$ cat src/rtl/ahb_lite_interconnect.sv
// ---------------------------------------------------------------------------
// ahb_lite_interconnect
//
// Single-master AHB-Lite decoder and response multiplexer with an internal
// default slave that answers unmapped NONSEQ/SEQ transfers with a two-cycle
// ERROR response.
//
// Address map: haddr[REGION_LSB+2:REGION_LSB] is the slave index. It selects
// that slave when the index is below NUM_SLAVES and every address bit above
// the index field is zero. Anything else goes to the default slave.
//
// Optional feature (macro AHB_IC_TIMEOUT_EN): a wait-state watchdog. Once a
// slave has held off an active transfer for TIMEOUT_CYC cycles, the
// interconnect takes over and returns the same two-cycle ERROR response.
// Without the macro, slave wait states pass through unbounded.
//
// Ports
//   hclk, hreset          clock; asynchronous active-high reset
//   haddr, htrans         master address phase
//   hready, hresp, hrdata response to master (hready also feeds the slaves)
//   hsel_s                one-hot address-phase slave select (combinational)
//   hreadyout_s, hresp_s  per-slave ready / response
//   hrdata_s              per-slave read data, slave i at [i*DATA_W +: DATA_W]
//   err_pulse             high on the first cycle of an interconnect ERROR
// ---------------------------------------------------------------------------
module ahb_lite_interconnect #(
  parameter int NUM_SLAVES  = 4,
  parameter int DATA_W      = 32,
  parameter int REGION_LSB  = 28,
  parameter int TIMEOUT_CYC = 16
) (
  input  logic                         hclk,
  input  logic                         hreset,
  input  logic [31:0]                  haddr,
  input  logic [1:0]                   htrans,
  output logic                         hready,
  output logic                         hresp,
  output logic [DATA_W-1:0]            hrdata,
  output logic [NUM_SLAVES-1:0]        hsel_s,
  input  logic [NUM_SLAVES-1:0]        hreadyout_s,
  input  logic [NUM_SLAVES-1:0]        hresp_s,
  input  logic [NUM_SLAVES*DATA_W-1:0] hrdata_s,
  output logic                         err_pulse
);

  typedef enum logic [1:0] {ST_OK, ST_ERR1, ST_ERR2} state_t;

  // ---------------- address decode ----------------
  logic [31:0] addr_shift;
  logic [2:0]  idx;
  logic        addr_def;

  assign addr_shift = haddr >> REGION_LSB;
  assign idx        = addr_shift[2:0];
  assign addr_def   = !((addr_shift[31:3] == '0) &&
                        ({29'd0, idx} < 32'(NUM_SLAVES)));

  // ---------------- data-phase registers ----------------
  logic [2:0]            dsel_reg;
  logic                  ddef_reg;
  logic [NUM_SLAVES-1:0] dsel_oh;

  genvar gi;
  generate
    for (gi = 0; gi < NUM_SLAVES; gi++) begin : g_sel
      assign hsel_s[gi]  = !addr_def && (idx == 3'(gi));
      assign dsel_oh[gi] = !ddef_reg && (dsel_reg == 3'(gi));
    end
  endgenerate

  always_ff @(posedge hclk or posedge hreset) begin
    if (hreset) begin
      dsel_reg <= '0;
      ddef_reg <= 1'b1;
    end else if (hready) begin
      dsel_reg <= idx;
      ddef_reg <= addr_def;
    end
  end

  // ---------------- slave response mux ----------------
  logic              slave_ready;
  logic              slave_resp;
  logic [DATA_W-1:0] slave_rdata;

  assign slave_ready = |(dsel_oh & hreadyout_s);
  assign slave_resp  = |(dsel_oh & hresp_s);

  always_comb begin
    slave_rdata = '0;
    for (int i = 0; i < NUM_SLAVES; i++) begin
      if (dsel_oh[i]) slave_rdata = hrdata_s[i*DATA_W +: DATA_W];
    end
  end

  // ---------------- default-slave FSM ----------------
  state_t state_reg;
  logic   def_ready_reg;
  logic   def_resp_reg;
  logic   err_pulse_reg;
  logic   use_slave;
  logic   timeout_fire;
  logic   go_err1;

  // The slave only owns the response while the FSM is idle; an ERROR
  // sequence (decode or timeout) always overrides routing.
  assign use_slave = (state_reg == ST_OK) && !ddef_reg;

  assign hready    = use_slave ? slave_ready : def_ready_reg;
  assign hresp     = use_slave ? slave_resp  : def_resp_reg;
  assign hrdata    = use_slave ? slave_rdata : '0;
  assign err_pulse = err_pulse_reg;

  // Decode error: an active transfer to the default slave is being accepted.
  // ERR1 holds hready low, so no acceptance can happen there.
  assign go_err1 = timeout_fire ||
                   ((state_reg != ST_ERR1) && hready && addr_def && htrans[1]);

  always_ff @(posedge hclk or posedge hreset) begin
    if (hreset) begin
      state_reg     <= ST_OK;
      def_ready_reg <= 1'b1;
      def_resp_reg  <= 1'b0;
      err_pulse_reg <= 1'b0;
    end else begin
      case (state_reg)
        ST_ERR1: begin
          state_reg     <= ST_ERR2;
          def_ready_reg <= 1'b1;
          def_resp_reg  <= 1'b1;
          err_pulse_reg <= 1'b0;
        end
        default: begin
          if (go_err1) begin
            state_reg     <= ST_ERR1;
            def_ready_reg <= 1'b0;
            def_resp_reg  <= 1'b1;
            err_pulse_reg <= 1'b1;
          end else begin
            state_reg     <= ST_OK;
            def_ready_reg <= 1'b1;
            def_resp_reg  <= 1'b0;
            err_pulse_reg <= 1'b0;
          end
        end
      endcase
    end
  end

  // ---------------- optional wait-state watchdog ----------------
`ifdef AHB_IC_TIMEOUT_EN
  localparam int CNT_W = $clog2(TIMEOUT_CYC + 1);

  logic             dactive_reg;
  logic [CNT_W-1:0] wait_cnt_reg;
  logic             slave_wait;

  always_ff @(posedge hclk or posedge hreset) begin
    if (hreset) begin
      dactive_reg <= 1'b0;
    end else if (hready) begin
      dactive_reg <= htrans[1];
    end
  end

  assign slave_wait = dactive_reg && use_slave && !slave_ready;
  // Fire on the last permitted wait cycle so the ERROR follows immediately
  // after exactly TIMEOUT_CYC slave wait states.
  assign timeout_fire = slave_wait && (wait_cnt_reg == CNT_W'(TIMEOUT_CYC - 1));

  always_ff @(posedge hclk or posedge hreset) begin
    if (hreset) begin
      wait_cnt_reg <= '0;
    end else if (hready || timeout_fire) begin
      wait_cnt_reg <= '0;
    end else if (slave_wait) begin
      wait_cnt_reg <= wait_cnt_reg + CNT_W'(1);
    end
  end
`else
  logic unused_cfg;

  assign timeout_fire = 1'b0;
  assign unused_cfg   = (TIMEOUT_CYC == 0);
`endif

endmodule

$ cat config.mk
export PLATFORM = sky130hd
export DESIGN_NAME = ahb_lite_interconnect
export DESIGN_NICKNAME = d
export VERILOG_FILES = /design/src/rtl/ahb_lite_interconnect.sv
export SDC_FILE = /design/constraint.sdc
export NUM_CORES = 1
export LEC_CHECK = 0
export BUFFER_PORTS_ARGS = -buffer_cell sky130_fd_sc_hd__buf_2
export CAP_MARGIN = 20
export CORE_MARGIN = 5
export CORE_UTILIZATION = 28
export DETAILED_ROUTE_END_ITERATION = 10
export GPL_ROUTABILITY_DRIVEN = 1
export PLACE_DENSITY = 0.82
export SYNTH_ARGS = -nofsm -noshare
export SYNTH_HDL_FRONTEND = slang
export SYNTH_SLANG_ARGS = --single-unit
$ cat constraint.sdc
create_clock -name hclk -period 2.15 [get_ports hclk]
set_input_delay 0.645 -clock hclk [delete_from_list [all_inputs] [get_ports hclk]]
set_output_delay 0.645 -clock hclk [all_outputs]
set_load 0.005 [all_outputs]
# After elaboration in Yosys (flattened, before gate mapping)
# Cells that the tools add are included.
# Widths: inputs -> output; s select.
# totals
reg_bits	9
latchBits	0
mem_bits_rw	0
mem_bits_ro	0
in_bits	172
output_inout_bits	39
wordCells	52
n_memories	0
# op_classes
add_sub_neg	0
multipliers	0
div_mod_pow	0
magnitude_cmp	1
n_eq_ne	8
n_shift	0
n_mux	14
n_bitwise	2
reduce_logical	21
# ops
cell	count
$mux 32	5
$logic_not 29->1	1
$logic_and 1x1->1	13
$eq 3x2->1 const B	4
$and 4x4->4	2
$mux 1	8
$reduce_or 4->1	2
$eq 3x1->1 const B	2
$logic_not 3->1	2
$lt 3x3->1 const B	1
$eq 2x1->1 const B	1
$logic_not 1->1	2
$logic_not 2->1	1
$mux 2	1
$ne 2x1->1 const B	1

# Logic depth before layout (Yosys ltp)
# logic_depth
depth_word	10
mapped_depth	6
depth_no_buf	3

# Worst setup path before layout
# Ideal clock, no wire load.
# synth_path
path_kind	register to output
from	register dsel_reg[0]
to	output hrdata[22]
t_arrival_ns	1.479
required_time_ns	1.505
setup_slack_ns	0.026
path_stages_with_launch	7
n_path_buf	3
path_cell_list	dfrtp_1 buf_2 buf_2 buf_2 mux2_2 a22oi_1 a21oi_1
# synth_via
elab_chain_cells	7
word_cells_on_any_way	13
cone_classes	3 x eq/ne; 5 x mux; 5 x reduce/logical
# synth_rtl
item	line_no	text
start, declared	59	logic [2:0] dsel_reg;
start signal, assigned	76	dsel_reg <= idx;
$logic_not 3->1	67	assign dsel_oh[gi] = !ddef_reg && (dsel_reg == 3'(gi));
$logic_and 1x1->1	67	
$mux 32 (3 in a row)	92	if (dsel_oh[i]) slave_rdata = hrdata_s[i*DATA_W +: DATA_W];
$mux 32 *	92	
$mux 32 *	111	assign hrdata = use_slave ? slave_rdata : '0;
end, declared	38	output logic [DATA_W-1:0] hrdata,
# Mark *: on every way between the ends. The rest lies on a longest branch, timed or not.

# Worst setup path after layout
# layout_path
from	register dsel_reg[0]
to	output hrdata[21]
# Same word-level chain as after synthesis.

==> key figures <==
Status
  • Status: finished, violations left
  • Violated checks: setup timing

Synthesis
  • Syn Area/Cell: 8.07 sq um
  • Synth top area share: 23.8%
  • Top cell type by total area after synthesis: mux2_2
  • Synth cell count leaders: 31 x mux2_2, 30 x nand2_1, 27 x a21oi_1, 27 x a22oi_1, 8 x clkbuf_1
  • Mapped Cells: 182
  • EDFF count, synth: 0
  • Synthesized Nets: 354
  • Cell with the most instances after synthesis: mux2_2
  • Ys Warns: 0
  • Synth Flop Type: dfrtp_1
  • Synth unique cells: 33
  • FFs w/ async S/R, synth: 100%
  • Post-synthesis sequential area ratio: 13.8%
  • Top cells by area, synth: mux2_2 24%, a22oi_1 14%, dfrtp_1 10%
  • Netlist Area Pre-Place: 1470 sq um
  • FF+latch count, synth: 8

GRT
  • Initial antenna violation count: 0
  • First-pass GRT wire length: 9.20 mm
  • Vias in the first global route: 2005
  • All-Layer GR Usage: 17.1%
  • Largest net degree at the start of global routing: 23
  • Gr ovfl total: 0

Timing
  • Crit path time final: 2.36 ns
  • Final hold vios: 0
  • Slew @ Worst Pin: 0.305 ns
  • Final max-slew violation count: 0
  • Final period utilization: 110%
  • Fmax: 424 MHz
  • RSZ-0062 raised after global routing: yes
  • Slew headroom: 79.5%
  • Clock Skew: 0.00570 ns
  • Setup violations, final: 34
  • Setup ws final: -0.210 ns

Routing
  • First drt pass iteration count: 4
  • # DRC: 0
  • Antenna Nets Post-Route: 0
  • Drt via density: 4.84
  • Iteration-0 DRC Markers: 85
  • DRT Wirelength: 6.93 mm
  • Vias: 2152
  • Avg WL per Cell: 15.6 um

Layout
  • Nets: 548
  • Fillers: 478
  • Post-Layout Cell Count: 445
  • Multi-input gate area: 1260 sq um
  • P&R area growth vs syn: 94.5%
  • Share of cells above drive strength 1: 72.3%
  • Max FFs per register: 3
  • Diode count: 0
  • Reg area: 205 sq um

Setup path
  • Startpoint Class: register
  • CP endpoint kind: output port
  • CP max-delay cell: dfrtp_2
  • Worst Path Arrival: 1.72 ns
  • Largest stage delay on the critical path: 0.45 ns
  • Worst-path cell chain: buf_6 -> nor4b_4 -> buf_6 -> buf_6 -> a22oi_1 -> a21oi_1 -> buf_2
  • CP Max Fanout: 7
  • Most frequent cell on the critical path: buf_6
  • R2R cell count: 5
  • CP Class: register to output port
  • Worst Path Required: 1.50 ns

Pwr
  • Max rail drop VDD: 0.873 mV
  • Clk pwr share: 6.2%
  • Total power: 3.06 mW
  • Cell Int Power: 1.79 mW
  • Sw Pwr: 1.26 mW
  • Sw Ratio: 41.3%
  • Sequential power share: 11.9%
  • Combinational Power Share: 81.9%
  • Pwr/cell area: 1070 nW/um^2
  • Lkg Pwr: 1.45 nW

Clocking
  • CTS tree: built
  • Clock transition at path regs: 0.04 ns
  • CTS sink cnt: 8
  • Worst-skew pair later-pin latency: 0.23 ns
  • Clock Path Buffers: 2
  • Total CTS buffers: 3
  • # H-tree levels: 1
  • Clk root buf: clkbuf_8
  • Quantity of hold-fixing buffers added after cts: 0

Place
  • PortBufs: 181
  • RD Place Congestion: 0.792
  • Place WS: -0.0541 ns
  • Placed Cells incl. Taps: 430
  • Dpl hpwl: 5.42 mm

Die
  • Die X: 82.4 um
  • Boundary Pins: 211
  • Initial Utilization: 28.8%
  • Die height: 82.4 um
  • Full die area: 6790 sq um
  • Num rows: 26
  • Core area: 5110 sq um

Job
  • Max Cap Viol: 0

Hold path
  • Hold Crit Class: input pin to asynchronous set/reset pin
==> power groups by stage <==
stage	logic (mW)	registers, mW	clock network [mW]
4_1_cts	2.15	0.374	0.195
5_1_grt	2.70	0.377	0.202
6_report	2.50	0.365	0.190
3_5_place_dp	2.05	0.382	0
2_1_floorplan	1.36	0.318	0
3_3_place_gp	2.01	0.374	0
==> stage by stage <==
stage / TNS (ns) / utilization [%] / area [sq um] / hold slack, ns
detailed placement: -0.124 / 49.3 / 2520 / 0.531
CTS: -5.45 / 51.2 / 2620 / 0.356
floorplan: 0 / - / 1470 / 0.459
finish: -5.71 / 55.9 / 2860 / 0.346
global route: -8.43 / 55.9 / 2860 / 0.381
global placement: -0.0900 / 49.3 / 2520 / 0.492
==> worst max-delay path: cells and delay by family (launching register included) <==
family | cells | cell delay [ns]
AO/OA/AOI/OAI | 2 | 0.23
buffers and inverters | 4 | 0.59
flip-flops | 1 | 0.45
AND/OR/NAND/NOR | 1 | 0.21
==> layout by cell type (no fill, tap or decap), drive strengths merged, types with 3 or more instances in the layout <==
cell and n:
mux4 3, clkbuf 7, dfrtp 6, nor2 7, buf 203, mux2i 4
a2bb2oi 4, a21oi 27, nand2 30, a22oi 28, inv 3, mux2 34
==> per-layer routing <==
metal	routed length [um]	up-vias	global-route usage, %
met5	0	-	0
li1	-	1076	-
met3	645	7	3.80
met1	2480	978	18.6
met2	3730	91	32.8
met4	82	0	4.65
==> logic make-up after synthesis <==
family,share of synthesized area (%)
DFF,13.8
and+or+nand+nor,16.6
AOI/OAI and AO/OA,29.3
muxes,33.9
buffers and inverters,6.39
==> final cells by class <==
class / count / share of cell area (%)
Multi-Input combinational cell: 154 / 44.2
Sequential cell: 8 / 7.18
Timing Repair Buffer: 206 / 43.6
Inverter: 3 / 0.394
Clock buffer: 4 / 1.58
Tap cell: 70 / 3.07
==> worst paths after layout <==
check / start / to / slack [ns]
worst min register to register: state_reg[1]$_DFF_PP0_ / state_reg[1]$_DFF_PP0_ / 0.53
max in group asynchronous: hreset / def_ready_reg$_DFF_PP1_ / 1.52
worst min-delay path: hreset / dsel_reg[1]$_DFFE_PP0P_ / 0.35
worst max-delay path: dsel_reg[0]$_DFFE_PP0P_ / hrdata[21] / -0.21
min in group hclk: state_reg[1]$_DFF_PP0_ / state_reg[1]$_DFF_PP0_ / 0.53
worst max register to register: dsel_reg[0]$_DFFE_PP0P_ / dsel_reg[1]$_DFFE_PP0P_ / 0.32
==> repair_timing <==
action                                  CTS  global route
endpoints found under the setup margin   34            34
cloned                                    1             3
pin swaps                                 1            39
resized for setup                         8            29
buffers inserted                          3             4
No activity file was read; power rests on OpenSTA's default activity.
